$ cat src/rtl/key_pkg.sv
// rtl/key_pkg.sv - shared mode codes, 7-segment table and helpers for key_press_classifier
package key_pkg;

   localparam logic [1:0] MODE_HOLD  = 2'b00;
   localparam logic [1:0] MODE_LEFT  = 2'b01;
   localparam logic [1:0] MODE_RIGHT = 2'b10;

   localparam logic [0:6] SEG_BLANK = 7'b1111111;

   // Active-low segments, index 0 = segment a through index 6 = segment g
   function automatic logic [0:6] seg_digit(input logic [3:0] d);
      case (d)
         4'd0:    seg_digit = 7'b0000001;
         4'd1:    seg_digit = 7'b1001111;
         4'd2:    seg_digit = 7'b0010010;
         4'd3:    seg_digit = 7'b0000110;
         4'd4:    seg_digit = 7'b1001100;
         4'd5:    seg_digit = 7'b0100100;
         4'd6:    seg_digit = 7'b0100000;
         4'd7:    seg_digit = 7'b0001111;
         4'd8:    seg_digit = 7'b0000000;
         4'd9:    seg_digit = 7'b0000100;
         default: seg_digit = SEG_BLANK;
      endcase
   endfunction

   function automatic logic [3:0] whole_seconds(input logic [31:0] ms);
      logic [3:0] s;
      s = 4'd0;
      for (int i = 1; i <= 9; i++) begin
         if (ms >= 32'(i * 1000)) s = 4'(i);
      end
      return s;
   endfunction

   function automatic logic [1:0] classify(input logic [31:0] dur, input int left_min, input int right_min);
      if (dur < 32'(left_min))       classify = MODE_HOLD;
      else if (dur < 32'(right_min)) classify = MODE_LEFT;
      else                           classify = MODE_RIGHT;
   endfunction

endpackage

$ cat src/rtl/key_debounce.sv
// rtl/key_debounce.sv - KEY synchronizer, ms prescaler and tick-based debouncer
// press_acc_o/rel_acc_o fire combinationally on the edge where key_db_o changes.
module key_debounce #(
   parameter int CLK_HZ      = 50_000_000,
   parameter int DEBOUNCE_MS = 20
) (
   input  logic clk_i,
   input  logic rst_ni,
   input  logic key_i,
   output logic key_db_o,
   output logic press_acc_o,
   output logic rel_acc_o,
   output logic tick_o
);

   localparam int PRE_TERM = (CLK_HZ / 1000 > 1) ? CLK_HZ / 1000 - 1 : 0;
   localparam int PRE_W    = (PRE_TERM > 0) ? $clog2(PRE_TERM + 1) : 1;
   localparam int DB_W     = $clog2(DEBOUNCE_MS + 1);

   logic [1:0]       sync_q;
   logic [PRE_W-1:0] pre_q;
   logic [DB_W-1:0]  db_cnt_q;
   logic             db_q;
   logic             key_s;
   logic             accept;

   assign key_s  = sync_q[1];
   assign tick_o = (pre_q == PRE_W'(PRE_TERM));
   assign accept = tick_o && (key_s != db_q) && (db_cnt_q == DB_W'(DEBOUNCE_MS - 1));

   assign key_db_o    = db_q;
   assign press_acc_o = accept && !key_s;
   assign rel_acc_o   = accept && key_s;

   always_ff @(posedge clk_i or negedge rst_ni) begin
      if (!rst_ni) begin
         sync_q   <= 2'b11;
         pre_q    <= '0;
         db_cnt_q <= '0;
         db_q     <= 1'b1;
      end else begin
         sync_q <= {sync_q[0], key_i};
         pre_q  <= tick_o ? '0 : pre_q + PRE_W'(1);
         // Any return to the accepted level restarts the persistence count
         if (key_s == db_q) begin
            db_cnt_q <= '0;
         end else if (tick_o) begin
            if (accept) begin
               db_q     <= key_s;
               db_cnt_q <= '0;
            end else begin
               db_cnt_q <= db_cnt_q + DB_W'(1);
            end
         end
      end
   end

endmodule

$ cat src/rtl/key_press_classifier.sv
// rtl/key_press_classifier.sv - measures debounced KEY hold time and classifies it as HOLD/LEFT/RIGHT
// HOLD_SECONDS_DISPLAY_EN adds HEX0, a 7-segment display of whole seconds held.
module key_press_classifier
   import key_pkg::*;
#(
   parameter int CLK_HZ       = 50_000_000,
   parameter int DEBOUNCE_MS  = 20,
   parameter int LEFT_MIN_MS  = 2000,
   parameter int RIGHT_MIN_MS = 4000,
   parameter int DUR_W        = 14
) (
   input  logic             CLOCK_50Mhz,
   input  logic             RESET_N,
   input  logic             KEY,
   output logic             KEY_DB,
   output logic [1:0]       MODE,
   output logic             MODE_VALID,
   output logic [DUR_W-1:0] DURATION_MS
`ifdef HOLD_SECONDS_DISPLAY_EN
   ,
   output logic [0:6]       HEX0
`endif
);

   typedef enum logic {IDLE, PRESSED} state_t;

   state_t           state_q;
   logic [DUR_W-1:0] dur_cnt_q;
   logic [DUR_W-1:0] dur_out_q;
   logic [1:0]       mode_q;
   logic             valid_q;
   logic             press_acc;
   logic             rel_acc;
   logic             tick;

   key_debounce #(
      .CLK_HZ      (CLK_HZ),
      .DEBOUNCE_MS (DEBOUNCE_MS)
   ) u_debounce (
      .clk_i       (CLOCK_50Mhz),
      .rst_ni      (RESET_N),
      .key_i       (KEY),
      .key_db_o    (KEY_DB),
      .press_acc_o (press_acc),
      .rel_acc_o   (rel_acc),
      .tick_o      (tick)
   );

   always_ff @(posedge CLOCK_50Mhz or negedge RESET_N) begin
      if (!RESET_N) begin
         state_q   <= IDLE;
         dur_cnt_q <= '0;
         dur_out_q <= '0;
         mode_q    <= MODE_HOLD;
         valid_q   <= 1'b0;
      end else begin
         valid_q <= 1'b0;
         case (state_q)
            IDLE: begin
               if (press_acc) begin
                  dur_cnt_q <= '0;
                  state_q   <= PRESSED;
               end
            end
            PRESSED: begin
               // The tick coinciding with release acceptance is deliberately dropped
               if (rel_acc) begin
                  dur_out_q <= dur_cnt_q;
                  mode_q    <= classify(32'(dur_cnt_q), LEFT_MIN_MS, RIGHT_MIN_MS);
                  valid_q   <= 1'b1;
                  state_q   <= IDLE;
               end else if (tick && (dur_cnt_q != '1)) begin
                  dur_cnt_q <= dur_cnt_q + DUR_W'(1);
               end
            end
            default: state_q <= IDLE;
         endcase
      end
   end

   assign MODE        = mode_q;
   assign MODE_VALID  = valid_q;
   assign DURATION_MS = dur_out_q;

`ifdef HOLD_SECONDS_DISPLAY_EN
   logic [0:6] hex_q;

   always_ff @(posedge CLOCK_50Mhz or negedge RESET_N) begin
      if (!RESET_N) begin
         hex_q <= seg_digit(4'd0);
      end else begin
         hex_q <= seg_digit(whole_seconds(32'((state_q == PRESSED) ? dur_cnt_q : dur_out_q)));
      end
   end

   assign HEX0 = hex_q;
`endif

endmodule

$ cat config.mk
export PLATFORM = sky130hd
export DESIGN_NAME = key_press_classifier
export DESIGN_NICKNAME = d
export VERILOG_FILES = /design/src/rtl/key_pkg.sv /design/src/rtl/key_debounce.sv /design/src/rtl/key_press_classifier.sv
export SDC_FILE = /design/constraint.sdc
export NUM_CORES = 1
export LEC_CHECK = 0
export ABC_CLOCK_PERIOD_IN_PS = 5630
export CORE_MARGIN = 4
export CORE_UTILIZATION = 55
export CTS_CLUSTER_DIAMETER = 120
export DETAILED_ROUTE_END_ITERATION = 6
export HOLD_SLACK_MARGIN = 0.08
export PLACE_DENSITY = 0.76
export SYNTH_ARGS = -nofsm -noshare
export SYNTH_HDL_FRONTEND = slang
export SYNTH_SLANG_ARGS = --single-unit
$ cat constraint.sdc
create_clock -name CLOCK_50Mhz -period 5.63 [get_ports CLOCK_50Mhz]
set_input_delay 1.126 -clock CLOCK_50Mhz [delete_from_list [all_inputs] [get_ports CLOCK_50Mhz]]
set_output_delay 1.126 -clock CLOCK_50Mhz [all_outputs]
set_load 0.05 [all_outputs]
==> results of run 1 <==
==> layout make-up <==
| class | instances | area [µm²] |
|---|---|---|
| clock inverter | 2 | 10.0 |
| inverter | 9 | 33.8 |
| sequential | 56 | 1410 |
| fill | 384 | 1730 |
| multi-input combinational | 179 | 1170 |
| timing repair buffer | 22 | 210 |
| tap | 67 | 83.8 |
| clock buffer | 6 | 82.6 |
==> flip-flops by register name (all words and copies together) (netlist names) <==
name / cells
dur_cnt_q: 14
u_debounce.db_cnt_q: 5
MODE_VALID: 1
u_debounce.sync_q: 2
MODE: 2
u_debounce.key_db_o: 1
state_q: 1
DURATION_MS: 14
u_debounce.pre_q: 16
==> worst min-delay path by stage <==
stage	endpoint	slack, ps	cells after the start
CTS	u_debounce.sync_q[1]	360	0
floorplan	u_debounce.sync_q[1]	350	0
finish	u_debounce.sync_q[1]	360	0
global placement	u_debounce.sync_q[1]	350	0
global route	u_debounce.sync_q[1]	360	0
detailed placement	u_debounce.sync_q[1]	350	0
==> cell usage in the layout (no fill, tap or decap), types with 5 or more instances in the layout <==
cell,count
a21oi_1,8
a31oi_1,14
clkbuf_8,6
clkdlybuf4s50_1,19
dfrtp_1,53
inv_1,9
mux2_2,10
nand2_1,23
nand3_1,13
nand4_1,8
nor2_1,18
nor4_1,5
o21ai_0,20
xor2_1,11
==> per-stage QoR <==
stage	hold WS [ps]	utilization	instance area, µm²
3_5_place_dp	349	0.614	2900
5_1_grt	364	0.633	2990
4_1_cts	362	0.633	2990
3_3_place_gp	348	0.614	2900
6_report	361	0.633	2990
2_1_floorplan	345	-	2670
==> cell families (layout without fill, tap and decap cells) <==
group,Yosys count,count (layout),synth area share
and+or+nand+nor,95,95,0.200
muxes,12,12,0.0497
DFF,56,56,0.526
buffers and inverters,23,39,0.0366
AOI/OAI and AO/OA,54,54,0.124
xor gates and xnor gates,15,15,0.0492
adders and majority gates,3,3,0.0141
==> power by group through the flow <==
stage               logic, mW  clock network [mW]  registers [mW]
floorplan            0.000830                   0           0.412
global placement       0.0105                   0           0.412
detailed placement     0.0105                   0           0.412
CTS                    0.0106               0.232           0.404
global route           0.0115               0.247           0.404
finish                0.00981               0.226           0.404
==> metal layers <==
layer	vias up	global-route usage	routed length, µm	part of all wire
li1	963	-	-	-
met1	946	0.242	2320	0.47
met2	28	0.296	2410	0.49
met3	7	0.0278	136	0.027
met4	0	0.0712	82	0.017
met5	-	0	0	0
==> reports/metrics.csv, run 1 <==
metric,value,unit
status,"complete, no violations",
endpoints failing hold,0,
Internal,0.503,mW
number of synthesized flops with an enable pin,0,
post-cts resize count,0,
Reg2Reg Setup Slack,3150,ps
Critical Path Start Type,flip-flop,
detailed placer's ending HPWL,3.31,mm
Crit. Startpoint,u_debounce.key_db_o,
"Largest stage delay, worst path",830,ps
Yosys top cell area share,0.497,
area of the die,0.00603,mm²
ant diodes,0,
Crit path max-delay family,buffers and inverters,
"Slew Viols, Final",0,
Post-Syn Instances,258,
final worst path period share,0.510,
leakage power,1.30,nW
Max VDD drop,0.129,mV
DRC Markers,0,
TNS Setup,0,ps
Mapped Area,0.00267,mm²
crit path max fanout,9,
worst reg2reg endpoint,dur_cnt_q[1],
non-filler cells in the finished layout,341,
GR Util All Layers,0.181,
Final Wtd Congestion,0.820,
Clock Path Buffers,2,
Setup CP Type,flip-flop to output pin,
nets@finish,279,
WL final,4.96,mm
H-tree depth,2,
R2R Path Start,u_debounce.pre_q[5],
main flop type after synthesis,dfrtp_1,
sequential area share after synthesis,0.526,
DP Cell Count,333,
number of distinct library cells after synthesis,44,
layout cells sized above 1,0.106,
Clock Tree Root,clkbuf_8,
Die Y,77.7,µm
Switch Pwr,0.136,mW
Max Cap Viol,0,
DRT antenna net count,0,
post-DR wirelength/cell,14.5,µm
commonest cells in the netlist,"dfrtp_1, nand2_1, o21ai_0",
Flop pwr share,0.632,
clk slew on worst S/H paths,90,ps
Clock Latency Late Sink,310,ps
pwr/cell area,214,mW/mm²
# clock sinks,56,
Post-synth ARST share,1.00,
Area growth syn-to-layout,12.1,%
# IOs,21,
Die Width,77.7,µm
combinational power share,0.015,
initial antenna violation count,0,
worst path cell trace,clkdlybuf4s50_1,
clock share of power,0.353,
worst setup path end,KEY_DB,
worst hold start,u_debounce.sync_q[0],
dpl ws,3090,ps
RSZ-0062 raised after global routing,no,
Worst Skew,10.2,ps
CP endpoint kind,output pin,
worst hold path class,flip-flop to flip-flop,
WP data arrival,1740,ps
Post-CTS Hold Fix Bufs,0,
switch share,0.213,
fmax,0.349,GHz
grt total ovfl,0,
"flops & latches, synth",56,
Area contributors post-synth,"dfrtp_1, mux2_2, o21ai_0",
Crit-path slowest cell,clkdlybuf4s50_1,
area of the core,0.00472,mm²
syn_area_per_cell,10.3,µm²
port bufs,20,
largest area contributor in the netlist,dfrtp_1,
initial core utilization,0.565,
PnR Total Power,0.639,mW
Reg2Reg Depth,5,
global-route wire length before repair,8.68,mm
num rows,25,
Final WS setup,2760,ps
worst path bufs/invs,1,
Via density,5.70,
Iteration-0 DRC Markers,165,
CTS tree,built,
top-count cell post-synth,dfrtp_1,
largest net degree at the start of global routing,57,
Final Setup Violations,0,
post-CTS setup buffers,0,
TritonRoute pass-1 iters,4,
DR vias,1944,
Mapped Nets,264,
CTS buffer count,5,
total number of yosys warnings,0,
WP data required,4500,ps
Final min period,2870,ps
vias in the first global route,1813,
Worst path depth,1,
max_slew headroom,0.523,
Least-Margin Pin Slew,715,ps
(Power assumes the default switching activity.)
==> run 2: changes to the inputs <==
--- a/config.mk
+++ b/config.mk
@@ -5,7 +5,7 @@
 export SDC_FILE = /design/constraint.sdc
 export NUM_CORES = 1
 export LEC_CHECK = 0
-export ABC_CLOCK_PERIOD_IN_PS = 5630
+export ABC_CLOCK_PERIOD_IN_PS = 2800
 export CORE_MARGIN = 4
 export CORE_UTILIZATION = 55
 export CTS_CLUSTER_DIAMETER = 120
==> constraint.sdc (replaced) <==
create_clock -name CLOCK_50Mhz -period 2.8 [get_ports CLOCK_50Mhz]
set_input_delay 0.56 -clock CLOCK_50Mhz [delete_from_list [all_inputs] [get_ports CLOCK_50Mhz]]
set_output_delay 0.56 -clock CLOCK_50Mhz [all_outputs]
set_load 0.05 [all_outputs]
==> run 2 against run 1 <==
Compared with the run above: core utilization rose by 1.6 points; clock skew fell by 2.2 ps; via count rose by 2.8%; flip-flop and latch count did not move; critical endpoint is now dur_cnt_q[13]; first-iteration DRC count rose by 4.2%; global-route usage rose by 0.37 points; non-clock buffer count rose by 5; hold slack got worse by 1.2 ps; die area did not move; total power rose by 130%.
==> reports/metrics.csv, run 2 (synthesis results as in run 1) <==
metric,value,unit,change
DR vias,1998,,+2.8%
vias in the first global route,1980,,+9.2%
final worst path period share,0.826,,
RSZ-0062 raised after global routing,no,,
hold path cells,0,,unchanged
DRT antenna net count,0,,unchanged
grt total ovfl,0,,unchanged
R2R Path Start,dur_cnt_q[0],,
global-route wire length before repair,9.05,mm,+4.3%
largest net degree at the start of global routing,30,,-47%
"Largest stage delay, worst path",470,ps,-360 ps
fmax,0.433,GHz,
Critical Path Start Type,flip-flop,,
# clock sinks,56,,unchanged
CTS buffer count,5,,unchanged
Final min period,2310,ps,
Iteration-0 DRC Markers,172,,+4.2%
"Slew Viols, Final",0,,unchanged
Crit-path slowest cell,nor4_1,,
# IOs,21,,unchanged
PnR Total Power,1.44,mW,+130%
WL final,5.05,mm,+1.9%
port bufs,20,,unchanged
Clock Tree Root,clkbuf_8,,
Worst Skew,7.99,ps,-2.20 ps
Crit path max-delay family,simple AND/OR/NAND/NOR gates,,
Reg2Reg Setup Slack,490,ps,-2660 ps
Via density,5.79,,+1.6%
grt peak-use layer,met2,,
ant diodes,0,,unchanged
worst path bufs/invs,1,,unchanged
dpl ws,500,ps,-2590 ps
initial core utilization,0.565,,unchanged
M2 GR Usage,0.301,,+0.00514
Final Util,0.650,,+0.0162
GR Util All Layers,0.185,,+0.00374
num rows,25,,unchanged
Final Wtd Congestion,0.802,,-2.2%
Setup CP Type,flip-flop to flip-flop,,
post-cts resize count,0,,unchanged
area of the core,0.00472,mm²,unchanged
Die Y,77.7,µm,unchanged
crit path max fanout,13,,+4
max_slew headroom,0.600,,+0.0762
Max Cap Viol,0,,unchanged
max FFs per register,16,,unchanged
Max VDD drop,0.302,mV,+130%
TritonRoute pass-1 iters,4,,unchanged
worst reg2reg endpoint,dur_cnt_q[13],,
worst path cell trace,"ha_1, nand4_1, nor4_1, o22ai_1, and2_0, buf_4, a211o_1",,
worst hold start,u_debounce.sync_q[0],,
area of the die,0.00603,mm²,unchanged
status,"complete, no violations",,
Clock Path Buffers,2,,unchanged
Final Setup Violations,0,,unchanged
Filler Cell Count,397,,+3.4%
most frequent cells in the layout,"dfrtp_1, nand2_1, o21ai_0",,
detailed placer's ending HPWL,3.45,mm,+4.2%
met1 usage,0.243,,+0.000766
clk slew on worst S/H paths,100,ps,about the same
leakage power,1.34,nW,+2.9%
Area growth syn-to-layout,15.0,%,
post-DR wirelength/cell,14.6,µm,+0.70%
WP data arrival,2520,ps,+780 ps
DRC Markers,0,,unchanged
met3 Usage GRT,0.0383,,+0.0104
"commonest non-fill, non-tap cell in the layout",dfrtp_1,,
Final WS setup,488,ps,-2270 ps
H-tree depth,2,,unchanged
CTS tree,built,,
initial antenna violation count,0,,unchanged
CP endpoint kind,flip-flop,,
Worst Hold End,u_debounce.sync_q[1],,
endpoints failing hold,0,,unchanged
Largest Register,u_debounce.pre_q,,
pwr/cell area,470,mW/mm²,+120%
Reg2Reg Depth,7,,+2
nets@finish,284,,+1.8%
Die Width,77.7,µm,unchanged
Clock Latency Late Sink,310,ps,about the same
Least-Margin Pin Slew,601,ps,-114 ps
WP data required,3000,ps,-1500 ps
TNS Setup,0,ps,unchanged
layout cells sized above 1,0.115,,+0.00927
worst hold path class,flip-flop to flip-flop,,
==> run 2: changes by cell type in the layout (fill, tap and decap cells not counted) <==
cell,change
buf_4,+4
bufinv_16,+2
clkinv_2,-2
clkbuf_8,-1
dlygate4sd3_1,+1
==> run 2: worst reg2reg max path, cell delays in order (launching register included) <==
cell     delay (ps)
dfrtp_1         430
ha_1            250
nand4_1         230
nor4_1          470
o22ai_1         190
and2_0          190
buf_4           180
a211o_1         260
==> run 2: what timing repair did <==
item | 4_1_cts | 5_1_grt
buffers inserted | 0 | 0
hold buffers | 1 | 0
hold endpoints to repair | 1 | 0
==> run 2: metal layers <==
metal  wire, µm  part of all wire
met4         84             0.017
met5          0                 0
met1       2220              0.44
met3        228             0.045
met2       2520              0.50
==> run 2: worst max path at each step <==
stage | startpoint | to | slack [ps] | cells past startpoint
final | dur_cnt_q[0] | dur_cnt_q[13] | 490 | 7
after global routing | u_debounce.pre_q[0] | dur_cnt_q[10] | 350 | 6
after CTS | u_debounce.key_db_o | KEY_DB | 480 | 1
after detailed placement | u_debounce.pre_q[0] | DURATION_MS[10] | 500 | 7
after global placement | u_debounce.pre_q[5] | dur_cnt_q[3] | 580 | 5
after floorplan | u_debounce.pre_q[5] | DURATION_MS[10] | 790 | 5
==> run 2: where the power goes <==
part           total [mW]  switching, mW  internal [mW]
sequential          0.812        0.00130          0.811
clock               0.607          0.255          0.352
combinational      0.0220         0.0169        0.00509
==> run 2: cell type report <==
class | count | area (µm²) | share of cell area
clock inverter | 2 | 60.1 | 0.0196
sequential | 56 | 1410 | 0.458
clock buffer | 5 | 68.8 | 0.0224
timing repair buffer | 27 | 250 | 0.0816
inverter | 9 | 33.8 | 0.0110
tap | 67 | 83.8 | 0.0273
multi-input combinational | 179 | 1170 | 0.380
==> run 2: per-stage QoR <==
step                      cell area (µm²)  instances  hold slack, ps
after floorplan                      2670        258             264
after global placement               2930        337             348
after detailed placement             2930        337             347
after CTS                            3070        345             361
after global routing                 3070        345             365
final                                3070        345             360
==> run 3: changes to the inputs <==
--- a/config.mk
+++ b/config.mk
@@ -5,13 +5,13 @@
 export SDC_FILE = /design/constraint.sdc
 export NUM_CORES = 1
 export LEC_CHECK = 0
-export ABC_CLOCK_PERIOD_IN_PS = 2800
+export ABC_CLOCK_PERIOD_IN_PS = 2100
 export CORE_MARGIN = 4
-export CORE_UTILIZATION = 55
+export CORE_UTILIZATION = 52
 export CTS_CLUSTER_DIAMETER = 120
 export DETAILED_ROUTE_END_ITERATION = 6
 export HOLD_SLACK_MARGIN = 0.08
-export PLACE_DENSITY = 0.76
+export PLACE_DENSITY = 0.75
 export SYNTH_ARGS = -nofsm -noshare
 export SYNTH_HDL_FRONTEND = slang
 export SYNTH_SLANG_ARGS = --single-unit
==> constraint.sdc (replaced) <==
create_clock -name CLOCK_50Mhz -period 2.1 [get_ports CLOCK_50Mhz]
set_input_delay 0.42 -clock CLOCK_50Mhz [delete_from_list [all_inputs] [get_ports CLOCK_50Mhz]]
set_output_delay 0.42 -clock CLOCK_50Mhz [all_outputs]
set_load 0.05 [all_outputs]
==> run 3 against run 2 <==
Compared with the run above: the flow now finishes with violations (setup timing); critical endpoint is now DURATION_MS[13]; flip-flop and latch count unchanged; clock power shrank 7.2%; core utilization up 4.6 points; highest routed layer unchanged; critical path type unchanged; hold slack got worse by 270 ps; sequential power increased by 33%; via count is 6.3% higher; setup slack worse by 490 ps; die area is 5.2% higher; non-clock buffer count rose by 34; combinational power increased by 35%; global-route usage shrank 0.48 points; register-to-register slack got worse by 490 ps.
==> reports/metrics.csv, run 3 (synthesis results as in run 1) <==
metric,value,unit,change
Critical Path Start Type,flip-flop,,
Clock Path Buffers,2,,unchanged
CTS tree,built,,
endpoints failing hold,0,,unchanged
layout cells sized above 1,0.237,,+0.122
Flop pwr share,0.646,,+0.082
most frequent cells in the layout,"dfrtp_1, buf_4, nand2_1",,
CP endpoint kind,flip-flop,,
dpl ws,-33.8,ps,-534 ps
non-filler cells in the finished layout,379,,+9.9%
post-route cell area,0.00337,mm²,+10%
Worst Skew,9.30,ps,+1.31 ps
Area growth syn-to-layout,26.4,%,
detailed placer's ending HPWL,3.69,mm,+7.0%
Die Width,79.6,µm,+2.5%
"Slew Viols, Final",0,,unchanged
post-DR wirelength/cell,14.3,µm,-2.0%
Iteration-0 DRC Markers,180,,+4.7%
# IOs,21,,unchanged
switch share,0.215,,+0.0255
Clock Latency Late Sink,310,ps,about the same
Switch Pwr,0.360,mW,+32%
clock share of power,0.336,,-0.085
initial antenna violation count,0,,unchanged
DR vias,2124,,+6.3%
crit path max fanout,12,,-1
grt total ovfl,0,,unchanged
max_slew headroom,0.662,,+0.0628
Final Util,0.696,,+0.0462
nets@finish,318,,+12%
vias in the first global route,1937,,-2.2%
DRC Markers,0,,unchanged
pwr/cell area,497,mW/mm²,+5.8%
worst hold margin,90.8,ps,-269 ps
multi-input logic area,0.00121,mm²,+4.1%
WP data arrival,2300,ps,-220 ps
failing checks,setup timing,,
H-tree depth,2,,unchanged
area of the die,0.00634,mm²,+5.2%
final worst path period share,1.00,,+0.177
Least-Margin Pin Slew,503,ps,-97.8 ps
area of the core,0.00485,mm²,+2.6%
WL final,5.44,mm,+7.7%
Final WS setup,-6.06,ps,-494 ps
GR Util All Layers,0.180,,-0.00482
clk slew on worst S/H paths,100,ps,about the same
global-route wire length before repair,8.96,mm,-1.1%
Largest Register,u_debounce.pre_q,,
TritonRoute pass-1 iters,4,,unchanged
Final min period,2110,ps,-206 ps
initial core utilization,0.550,,-0.0146
DRT antenna net count,0,,unchanged
ant diodes,0,,unchanged
Filler Cell Count,375,,-5.5%
"Cell Area, Placed",0.00314,mm²,+7.3%
Final Wtd Congestion,0.834,,+4.1%
Max Cap Viol,0,,unchanged
status,"finished, violations left",,
max FFs per register,16,,unchanged
leakage power,1.53,nW,+15%
Clock Tree Root,clkbuf_8,,
"commonest non-fill, non-tap cell in the layout",dfrtp_1,,
Setup CP Type,flip-flop to flip-flop,,
num rows,25,,unchanged
Internal,1.32,mW,+13%
Max VDD drop,0.379,mV,+26%
combinational power share,0.018,,+0.003
RSZ-0062 raised after global routing,yes,,
WP data required,2290,ps,-710 ps
largest net degree at the start of global routing,57,,+90%
DP Cell Count,361,,+7.1%
worst hold path class,input pin to asynchronous set/reset pin,,
Via density,5.60,,-3.2%
Reg area,0.00141,mm²,unchanged
port bufs,20,,unchanged
fmax,0.475,GHz,+9.8%
CTS buffer count,5,,unchanged
Die Y,79.6,µm,+2.5%
Final Setup Violations,2,,+2
# clock sinks,56,,unchanged
-- run 3: changes by cell type in the layout (fill, tap and decap cells not counted), sizes merged --
cell and delta:
clkbuf +2, clkinv +1, bufinv -2, dlygate4sd3 -1, clkdlybuf4s50 -1, buf +35
-- run 3: per-layer routing --
metal / global-route usage / routed length, µm / vias up
met4: 0.0515 / 80 / 0
met5: 0 / 0 / -
met1: 0.228 / 2390 / 1036
met2: 0.307 / 2730 / 45
met3: 0.0418 / 239 / 7
li1: - / - / 1036
-- run 3: power groups by stage --
stage	Clock, mW	Combinational [mW]	Sequential [mW]
floorplan	0	0.00222	1.10
global placement	0	0.0313	1.10
detailed placement	0	0.0313	1.10
CTS	0.578	0.0313	1.08
global route	0.621	0.0348	1.08
finish	0.563	0.0298	1.08
-- run 3: layout make-up --
| class | instances | share of cell area |
|---|---|---|
| Sequential cell | 56 | 0.417 |
| Tap cell | 67 | 0.0249 |
| Inverter | 9 | 0.0100 |
| Multi-Input combinational cell | 179 | 0.360 |
| Clock buffer | 6 | 0.0215 |
| Timing Repair Buffer | 61 | 0.166 |
| Clock inverter | 1 | 0.00148 |
-- run 3: final timing paths --
path                                 startpoint                   end  slack [ps]  depth (start not counted)
max                         u_debounce.pre_q[5]       DURATION_MS[13]          -6                          6
min                                     RESET_N        DURATION_MS[0]          90                          2
max reg2reg                 u_debounce.pre_q[5]       DURATION_MS[13]          -6                          6
min reg2reg                u_debounce.sync_q[0]  u_debounce.sync_q[1]         360                          0
max in group asynchronous               RESET_N   u_debounce.key_db_o        1710                          2
min in group CLOCK_50Mhz   u_debounce.sync_q[0]  u_debounce.sync_q[1]         360                          0
-- run 3: repair_timing --
| action | CTS | global route |
|---|---|---|
| pin swaps | 2 | 4 |
| cloned | 0 | 1 |
| hold buffers | 0 | 0 |
| endpoints found under the setup margin | 2 | 28 |
| resized for setup | 3 | 7 |
| buffers inserted | 5 | 5 |
-- run 3: worst max-delay path: stages, from the launching register on --
cell and delay [ps]:
dfrtp_1 390, or4b_4 550, nor4_4 230, buf_4 160, nand4_2 190, buf_12 220, mux2_2 270
-- run 3: stage by stage --
step | setup TNS [ps] | power, mW
after floorplan | 0 | 1.11
after global placement | 0 | 1.14
after detailed placement | -33.8 | 1.14
after CTS | 0 | 1.69
after global routing | -1170 | 1.74
final | -6.26 | 1.68
